--- config.mk ---
export PLATFORM = sky130hd
export DESIGN_NAME = mips_multicycle_ctrl
export DESIGN_NICKNAME = d
export VERILOG_FILES = /design/src/rtl/mips_multicycle_ctrl.sv
export SDC_FILE = /design/constraint.sdc
export NUM_CORES = 1
export LEC_CHECK = 0
export ABC_AREA = 1
export CAP_MARGIN = 20
export CORE_ASPECT_RATIO = 1.75
export CORE_UTILIZATION = 46
export CTS_CLUSTER_SIZE = 28
export DETAILED_ROUTE_END_ITERATION = 7
export HOLD_SLACK_MARGIN = 0.06
export PLACE_DENSITY = 0.77
export SYNTH_ARGS = -nofsm -noshare
export SYNTH_HDL_FRONTEND = slang
export SYNTH_SLANG_ARGS = --single-unit
--- constraint.sdc ---
create_clock -name clk -period 1.5 [get_ports clk]
set_clock_uncertainty 0.05 [all_clocks]
set_input_delay 0.15 -clock clk [delete_from_list [all_inputs] [get_ports clk]]
set_output_delay 0.15 -clock clk [all_outputs]
set_load 0.05 [all_outputs]
--- src/rtl/mips_multicycle_ctrl.sv ---
`default_nettype none
// ============================================================================
// Module      : mips_multicycle_ctrl
// Description : Multicycle MIPS control FSM. Sequences fetch, decode, execute,
//               memory and write-back for R-type, LW/LB/SW/SB, BEQ/BNE, J,
//               ADDI/ANDI/ORI/SLTI and HALT. Adds a memory-ready handshake,
//               a retired-instruction counter and illegal-opcode reporting.
// Ports       : clk, reset (async, active-low), op (IR opcode field),
//               mem_ready (memory access completes this cycle);
//               datapath/memory control strobes (MemRead ... ALUOP),
//               halted, illegal_op (one-cycle pulse), instr_count.
// Revision    : 1.0 - initial release
// ============================================================================
module mips_multicycle_ctrl #(
    parameter int          ALUOP_W       = 6,
    parameter int          CNT_W         = 32,
    parameter int          USE_MEM_READY = 1,
    parameter logic [5:0]  HALT_OP       = 6'b111111
) (
    input  logic               clk,
    input  logic               reset,
    input  logic [5:0]         op,
    input  logic               mem_ready,
    output logic               MemRead,
    output logic               MemWrite,
    output logic               MemByte,
    output logic               PCWriteCond,
    output logic               BranchNE,
    output logic               PCWrite,
    output logic [1:0]         PCSource,
    output logic               IorD,
    output logic               MemToReg,
    output logic               IRWrite,
    output logic               RegWrite,
    output logic               RegDst,
    output logic               ALUSrcA,
    output logic [1:0]         ALUSrcB,
    output logic               ExtOp,
    output logic [ALUOP_W-1:0] ALUOP,
    output logic               halted,
    output logic               illegal_op,
    output logic [CNT_W-1:0]   instr_count
);

    localparam logic [5:0] c_op_rtype = 6'b000000;
    localparam logic [5:0] c_op_j     = 6'b000010;
    localparam logic [5:0] c_op_beq   = 6'b000100;
    localparam logic [5:0] c_op_bne   = 6'b000101;
    localparam logic [5:0] c_op_addi  = 6'b001000;
    localparam logic [5:0] c_op_slti  = 6'b001010;
    localparam logic [5:0] c_op_andi  = 6'b001100;
    localparam logic [5:0] c_op_ori   = 6'b001101;
    localparam logic [5:0] c_op_lb    = 6'b100000;
    localparam logic [5:0] c_op_lw    = 6'b100011;
    localparam logic [5:0] c_op_sb    = 6'b101000;
    localparam logic [5:0] c_op_sw    = 6'b101011;

    localparam logic [ALUOP_W-1:0] c_alu_add   = ALUOP_W'(0);
    localparam logic [ALUOP_W-1:0] c_alu_sub   = ALUOP_W'(1);
    localparam logic [ALUOP_W-1:0] c_alu_funct = ALUOP_W'(2);
    localparam logic [ALUOP_W-1:0] c_alu_and   = ALUOP_W'(3);
    localparam logic [ALUOP_W-1:0] c_alu_or    = ALUOP_W'(4);
    localparam logic [ALUOP_W-1:0] c_alu_slt   = ALUOP_W'(5);

    typedef enum logic [3:0] {
        S_FETCH     = 4'd0,
        S_DECODE    = 4'd1,
        S_MEM_ADDR  = 4'd2,
        S_MEM_READ  = 4'd3,
        S_MEM_WB    = 4'd4,
        S_MEM_WRITE = 4'd5,
        S_RTYPE_EX  = 4'd6,
        S_RTYPE_WB  = 4'd7,
        S_BRANCH    = 4'd8,
        S_JUMP      = 4'd9,
        S_ITYPE_EX  = 4'd10,
        S_ITYPE_WB  = 4'd11,
        S_HALT      = 4'd12
    } state_t;

    state_t           r_state;
    logic [CNT_W-1:0] r_count;
    logic             r_illegal;
    logic             w_ready;
    logic             w_retire;

    // With the handshake disabled every memory access completes in one cycle.
    assign w_ready = (USE_MEM_READY != 0) ? mem_ready : 1'b1;

    // The cycle that leaves a final state of an instruction retires it.
    assign w_retire = (r_state == S_MEM_WB)   || (r_state == S_RTYPE_WB) ||
                      (r_state == S_ITYPE_WB) || (r_state == S_BRANCH)   ||
                      (r_state == S_JUMP)     ||
                      ((r_state == S_MEM_WRITE) && w_ready);

    assign instr_count = r_count;
    assign illegal_op  = r_illegal;

    always_ff @(posedge clk or negedge reset) begin
        if (!reset) begin
            r_state   <= S_FETCH;
            r_count   <= '0;
            r_illegal <= 1'b0;
        end else begin
            r_illegal <= 1'b0;
            if (w_retire) begin
                r_count <= r_count + CNT_W'(1);
            end
            case (r_state)
                S_FETCH:     if (w_ready) r_state <= S_DECODE;
                S_DECODE: begin
                    // HALT_OP is checked first so it wins over any overlap.
                    if (op == HALT_OP) begin
                        r_state <= S_HALT;
                    end else begin
                        case (op)
                            c_op_lw, c_op_lb, c_op_sw, c_op_sb:
                                r_state <= S_MEM_ADDR;
                            c_op_rtype:
                                r_state <= S_RTYPE_EX;
                            c_op_beq, c_op_bne:
                                r_state <= S_BRANCH;
                            c_op_j:
                                r_state <= S_JUMP;
                            c_op_addi, c_op_andi, c_op_ori, c_op_slti:
                                r_state <= S_ITYPE_EX;
                            default: begin
                                // Registered, so the pulse shows in the next FETCH cycle.
                                r_illegal <= 1'b1;
                                r_state   <= S_FETCH;
                            end
                        endcase
                    end
                end
                S_MEM_ADDR:  r_state <= ((op == c_op_lw) || (op == c_op_lb)) ?
                                        S_MEM_READ : S_MEM_WRITE;
                S_MEM_READ:  if (w_ready) r_state <= S_MEM_WB;
                S_MEM_WB:    r_state <= S_FETCH;
                S_MEM_WRITE: if (w_ready) r_state <= S_FETCH;
                S_RTYPE_EX:  r_state <= S_RTYPE_WB;
                S_RTYPE_WB:  r_state <= S_FETCH;
                S_BRANCH:    r_state <= S_FETCH;
                S_JUMP:      r_state <= S_FETCH;
                S_ITYPE_EX:  r_state <= S_ITYPE_WB;
                S_ITYPE_WB:  r_state <= S_FETCH;
                S_HALT:      r_state <= S_HALT;
                default:     r_state <= S_FETCH;
            endcase
        end
    end

    // Moore decode of the state; only the FETCH IR/PC load looks at mem_ready.
    // While reset is low every output stays at its default of zero.
    always_comb begin
        MemRead     = 1'b0;
        MemWrite    = 1'b0;
        MemByte     = 1'b0;
        PCWriteCond = 1'b0;
        BranchNE    = 1'b0;
        PCWrite     = 1'b0;
        PCSource    = 2'b00;
        IorD        = 1'b0;
        MemToReg    = 1'b0;
        IRWrite     = 1'b0;
        RegWrite    = 1'b0;
        RegDst      = 1'b0;
        ALUSrcA     = 1'b0;
        ALUSrcB     = 2'b00;
        ExtOp       = 1'b0;
        ALUOP       = c_alu_add;
        halted      = 1'b0;
        if (reset) begin
            case (r_state)
                S_FETCH: begin
                    MemRead = 1'b1;
                    ALUSrcB = 2'b01;
                    IRWrite = w_ready;
                    PCWrite = w_ready;
                end
                S_DECODE:   ALUSrcB = 2'b11;
                S_MEM_ADDR: begin
                    ALUSrcA = 1'b1;
                    ALUSrcB = 2'b10;
                end
                S_MEM_READ: begin
                    MemRead = 1'b1;
                    IorD    = 1'b1;
                    MemByte = (op == c_op_lb);
                end
                S_MEM_WB: begin
                    RegWrite = 1'b1;
                    MemToReg = 1'b1;
                end
                S_MEM_WRITE: begin
                    MemWrite = 1'b1;
                    IorD     = 1'b1;
                    MemByte  = (op == c_op_sb);
                end
                S_RTYPE_EX: begin
                    ALUSrcA = 1'b1;
                    ALUOP   = c_alu_funct;
                end
                S_RTYPE_WB: begin
                    RegWrite = 1'b1;
                    RegDst   = 1'b1;
                end
                S_BRANCH: begin
                    ALUSrcA     = 1'b1;
                    ALUOP       = c_alu_sub;
                    PCWriteCond = 1'b1;
                    PCSource    = 2'b01;
                    BranchNE    = (op == c_op_bne);
                end
                S_JUMP: begin
                    PCWrite  = 1'b1;
                    PCSource = 2'b10;
                end
                S_ITYPE_EX: begin
                    ALUSrcA = 1'b1;
                    ALUSrcB = 2'b10;
                    ExtOp   = (op == c_op_andi) || (op == c_op_ori);
                    case (op)
                        c_op_andi: ALUOP = c_alu_and;
                        c_op_ori:  ALUOP = c_alu_or;
                        c_op_slti: ALUOP = c_alu_slt;
                        default:   ALUOP = c_alu_add;
                    endcase
                end
                S_ITYPE_WB: RegWrite = 1'b1;
                S_HALT:     halted   = 1'b1;
                default:    halted   = 1'b0;
            endcase
        end
    end

endmodule
`default_nettype wire

==> results_dict.tcl, run 1 <==
set metrics [dict create \
    grt-ovfl-total 14 \
    design.portCount 66 \
    sink_count 37 \
    post-place-cells 699 \
    pin_count_of_the_biggest_net_entering_global_routing 31 \
    placed_area_mm2 0.00494 \
    outcome "aborted with a tool error" \
    firstError "[ERROR GRT-0232] Routing congestion too high. Check the congestion heatmap in the GUI." \
    number_of_h_tree_levels 2 \
    outcome.stop_stage "global routing (5_1_grt)" \
    fp.dieH_um 108 \
    number_of_rows_in_the_core_area 38 \
    cts.root.buffer_cell "sky130_fd_sc_hd__clkbuf_8" \
    io_buffer_count 62 \
    synth_cell_type_count 32 \
    grt_use_total_pct 55.2 \
    worst_endpoint_kind "output port" \
    finalWeightedCongestion 0.942 \
    die_width_um 62.7 \
    tritoncts.num_buffers 5 \
    ys_seq_area_share_pct 31.2 \
    synth_area_mm2 0.00297 \
    worstEndpointGrtRepair "ALUOP[0]" \
    cts_buffer_depth 2 \
    post-dp-hpwl_mm 8.42 \
    syn_inst 487 \
    synth.ff_latch_count 37 \
    floorplan.initialDensity_pct 47.7 \
    syn_avg_cell_area_um2 6.10 \
    yosysWarningCount 0 \
]
routing by layer:
layer	global-route usage, %	overflow
met5	0	0
met1	49.3	0
met4	59.3	5
met3	23.7	1
met2	88.7	8
Yosys cell counts:
| library cell | count | area share, % |
|---|---|---|
| sky130_fd_sc_hd__nor2_4 | 3 | 1.1 |
| sky130_fd_sc_hd__ha_1 | 1 | 0.42 |
| sky130_fd_sc_hd__buf_8 | 1 | 0.51 |
| sky130_fd_sc_hd__o21ai_0 | 10 | 1.7 |
| sky130_fd_sc_hd__nand3b_1 | 5 | 1.3 |
| sky130_fd_sc_hd__nor3_1 | 7 | 1.2 |
| sky130_fd_sc_hd__and2_1 | 1 | 0.21 |
| sky130_fd_sc_hd__nand2_8 | 1 | 0.67 |
| sky130_fd_sc_hd__inv_4 | 1 | 0.21 |
| sky130_fd_sc_hd__nand3_2 | 1 | 0.34 |
| sky130_fd_sc_hd__nand2_4 | 2 | 0.76 |
| sky130_fd_sc_hd__nand4_1 | 11 | 2.3 |
| sky130_fd_sc_hd__inv_2 | 4 | 0.51 |
| sky130_fd_sc_hd__o21ai_1 | 1 | 0.17 |
| sky130_fd_sc_hd__buf_1 | 1 | 0.13 |
| sky130_fd_sc_hd__dfrtp_1 | 37 | 31 |
| sky130_fd_sc_hd__or2_2 | 1 | 0.21 |
| sky130_fd_sc_hd__conb_1 | 1 | 0.13 |
| sky130_fd_sc_hd__nand2_1 | 200 | 25 |
| sky130_fd_sc_hd__xor2_1 | 10 | 2.9 |
| sky130_fd_sc_hd__inv_1 | 53 | 6.7 |
| sky130_fd_sc_hd__nor4_1 | 1 | 0.21 |
| sky130_fd_sc_hd__nor2_8 | 1 | 0.67 |
| sky130_fd_sc_hd__o31ai_1 | 1 | 0.25 |
| sky130_fd_sc_hd__nand3_1 | 32 | 5.4 |
| sky130_fd_sc_hd__nor2_2 | 9 | 1.9 |
| sky130_fd_sc_hd__nand2_2 | 2 | 0.42 |
| sky130_fd_sc_hd__nor2_1 | 73 | 9.2 |
| sky130_fd_sc_hd__a21oi_1 | 6 | 1.0 |
| sky130_fd_sc_hd__a21oi_2 | 2 | 0.59 |
| sky130_fd_sc_hd__buf_6 | 3 | 1.1 |
| sky130_fd_sc_hd__buf_4 | 5 | 1.3 |
timing repair:
| action | 4_1_cts |
|---|---|
| endpoints found under the hold margin | 7 |
| setup endpoints to repair | 54 |
| gates cloned | 4 |
| hold buffers | 2 |
| gates resized for setup | 42 |
| buffers inserted | 12 |
| pin swaps | 20 |
through the flow:
stage          hold slack, ns  setup WS (ns)
2_1_floorplan          -0.196         -0.244
3_3_place_gp          -0.0608         -0.199
3_5_place_dp          -0.0603         -0.318
4_1_cts                 0.105         -0.343
cell families after synthesis:
group | Yosys count | share of synthesized area, %
xor gates and xnor gates | 10 | 2.95
AOI/OAI and AO/OA | 20 | 3.71
and+or+nand+nor | 350 | 51.2
other | 1 | 0.126
DFF | 37 | 31.2
buffers and inverters | 68 | 10.4
adders and majority gates | 1 | 0.421
==> run 2: changes to the inputs <==
--- a/config.mk
+++ b/config.mk
@@ -7,12 +7,9 @@
 export LEC_CHECK = 0
 export ABC_AREA = 1
 export CAP_MARGIN = 20
-export CORE_ASPECT_RATIO = 1.75
-export CORE_UTILIZATION = 46
-export CTS_CLUSTER_SIZE = 28
+export CORE_UTILIZATION = 40
 export DETAILED_ROUTE_END_ITERATION = 7
-export HOLD_SLACK_MARGIN = 0.06
-export PLACE_DENSITY = 0.77
+export PLACE_DENSITY_LB_ADDON = 0.15
 export SYNTH_ARGS = -nofsm -noshare
 export SYNTH_HDL_FRONTEND = slang
 export SYNTH_SLANG_ARGS = --single-unit
==> constraint.sdc (replaced) <==
create_clock -name clk -period 2 [get_ports clk]
set_clock_uncertainty 0.05 [all_clocks]
set_input_delay 0.2 -clock clk [delete_from_list [all_inputs] [get_ports clk]]
set_output_delay 0.2 -clock clk [all_outputs]
set_load 0.05 [all_outputs]
==> results_dict.tcl, run 2 <==
set metrics [dict create \
    outcome "finished clean" \
    wirelength_mm 8.13 \
    worstPathRequired_ns 1.75 \
    startpoint "r_state[3]" \
    synth_area_mm2 0.00297 \
    worst-slew-pin-transition_ns 0.534 \
    start_kind "register" \
    grt_antenna_before_repair 0 \
    final.period_utilization_pct 97.2 \
    rr_endpoint "instr_count[22]" \
    area_growth_syn_to_layout_pct 36.0 \
    multiInputGateArea_mm2 0.00180 \
    synth_enable_flop_cells 0 \
    io_buffer_count 62 \
    finalNetCount 565 \
    placeableCoreArea_mm2 0.00721 \
    final_power_mw 3.07 \
    wire_length_of_the_first_global_routing_pass_mm 13.2 \
    drt_first_iter_violations 163 \
    switching_power_mw 1.44 \
    tritoncts.num_buffers 5 \
    fp.dieH_um 88.2 \
    seqCellArea_um2 928 \
    drv.max_cap_violation_count 0 \
    final.fill_count 722 \
    postSynth.topFlopCell "sky130_fd_sc_hd__dfrtp_1" \
    grt-ovfl-total 0 \
    wl_per_cell_um 12.4 \
    synth.ff_latch_count 37 \
    design.portCount 66 \
    cts.root.buffer_cell "sky130_fd_sc_hd__clkbuf_8" \
    slew_violations 0 \
    clkSlewWorstSetupHoldPaths_ns 0.07 \
    vias_per_cell 4.96 \
    timing.final.ws_setup_ns 0.0555 \
    synthDominantCellAreaShare_pct 31.2 \
    r2r.worst_path.cells 8 \
    final_core_util_pct 56.0 \
    tmin_final_ns 1.94 \
    critical_path_arrival_ns 1.69 \
    vias_in_the_first_global_route 2863 \
    number_of_h_tree_levels 2 \
    synth-async-reset-ratio_pct 100 \
    powerDensity_mw_per_mm2 759 \
    ir_drop_uv 707 \
    placed_area_mm2 0.00389 \
    stdcell_area_mm2 0.00404 \
    power.static_leakage_nw 1.89 \
    yosys-top-cells-area "sky130_fd_sc_hd__dfrtp_1, sky130_fd_sc_hd__nand2_1, sky130_fd_sc_hd__nor2_1" \
    tritoncts "yes" \
    grt_use_total_pct 21.6 \
    r2r_setup_slack_ns 0.27 \
    clockPowerShare_pct 17.4 \
    number_of_rows_in_the_core_area 31 \
    post-dp-hpwl_mm 6.23 \
    hold_viol_final 0 \
    die_area_mm2 0.00777 \
    power_report.internal_total_mw 1.63 \
    pin_count_of_the_biggest_net_entering_global_routing 37 \
    rsz_0062_raised_after_global_routing "true" \
    finalWeightedCongestion 0.943 \
    sink_count 37 \
    synthMostInstantiatedCell "sky130_fd_sc_hd__nand2_1" \
    yosys-top-cells-count "sky130_fd_sc_hd__nand2_1, sky130_fd_sc_hd__nor2_1, sky130_fd_sc_hd__inv_1" \
    post-place-cells 645 \
    syn_inst 487 \
    instances_no_fill 654 \
    power.combinational.fraction_pct 51.4 \
    end_kind "primary output" \
    routed-via-count 3244 \
    syn_avg_cell_area_um2 6.10 \
    num_antenna_cells 0 \
    post-place-ws_ns 0.0720 \
    final-setup-viol-count 0 \
    post_detailed_route_drc_marker_count 0 \
    holdWs_ns 0.0266 \
    seq_power_share_pct 31.2 \
    max_clock_freq_mhz 514 \
    r2r_start "instr_count[1]" \
    drive_above_1_share_pct 14.1 \
    floorplan.initialDensity_pct 41.2 \
    worst_skew_pair.late_latency_ns 0.29 \
    synth_area_leader_cell "sky130_fd_sc_hd__dfrtp_1" \
    final_common_cell "sky130_fd_sc_hd__nand2_1" \
    ant_nets 0 \
    ys_seq_area_share_pct 31.2 \
    timing_worst_setup_path_type "reg2out" \
    first_pass_iters 5 \
    crit_fanout 5 \
    cts_buffer_depth 2 \
    largest_reg_flops 32 \
    die_width_um 88.2 \
    yosysWarningCount 0 \
    timing.slew.headroom_pct 64.3 \
    min_path_type "in2async" \
    most-common-layout-cells "sky130_fd_sc_hd__nand2_1, sky130_fd_sc_hd__nor2_1, sky130_fd_sc_hd__inv_1" \
    finalSetupTns_ns 0 \
    netSwitchingFraction_pct 46.9 \
    synth_cell_type_count 32 \
]
==> run 2: cell counts after synthesis <==
Identical to the previous run, type by type.
==> run 2: cells by family after synthesis <==
kind of cell	synth area share, %
xor+xnor	2.95
simple gates	51.2
fa+ha+maj	0.421
buf+inv	10.4
compound gates	3.71
flops	31.2
other cells	0.126
==> run 2: layout make-up <==
| cell class | count | area share (%) |
|---|---|---|
| Clock buffer | 7 | 2.14 |
| Inverter | 58 | 5.45 |
| Multi-Input combinational cell | 384 | 44.5 |
| Sequential cell | 37 | 23.0 |
| Tap cell | 99 | 3.07 |
| Timing Repair Buffer | 69 | 21.9 |
==> run 2: per-layer routing <==
| metal | up-vias | GRT usage (%) | part of all wire (%) |
|---|---|---|---|
| li1 | 1630 | - | - |
| met1 | 1501 | 31.0 | 49 |
| met2 | 103 | 33.3 | 45 |
| met3 | 10 | 3.39 | 4.7 |
| met4 | 0 | 6.16 | 1.6 |
| met5 | - | 0 | 0 |
==> run 2: power by group through the flow <==
stage	clock network, mW	logic (mW)	registers, mW
floorplan	0	0.909	1.14
global placement	0	1.54	0.957
detailed placement	0	1.56	0.961
CTS	0.544	1.57	0.948
global route	0.580	1.70	0.973
finish	0.533	1.58	0.957
==> run 2: what timing repair did <==
item	in CTS	in global routing
hold buffers	1	0
buffers inserted	1	0
resized for setup	2	13
hold endpoints to repair	1	0
setup endpoints to repair	6	9
pin swaps	0	1
==> run 2: critical path, cell delays in order, from the launching register on <==
cell and delay (ns):
sky130_fd_sc_hd__dfrtp_2 0.45, sky130_fd_sc_hd__buf_4 0.16, sky130_fd_sc_hd__nor2_4 0.13, sky130_fd_sc_hd__nand2_1 0.16, sky130_fd_sc_hd__o31ai_2 0.33, sky130_fd_sc_hd__buf_12 0.18
==> run 2: worst max path at each step <==
stage	endpoint	slack, ns	cells past startpoint
6_report	MemByte	0.06	5
5_1_grt	ALUOP[2]	-0.04	9
4_1_cts	ALUOP[2]	-0.02	8
3_5_place_dp	ALUOP[1]	0.07	5
3_3_place_gp	ALUOP[1]	0.12	5
2_1_floorplan	ALUOP[2]	-0.21	8
(Power assumes the default switching activity.)
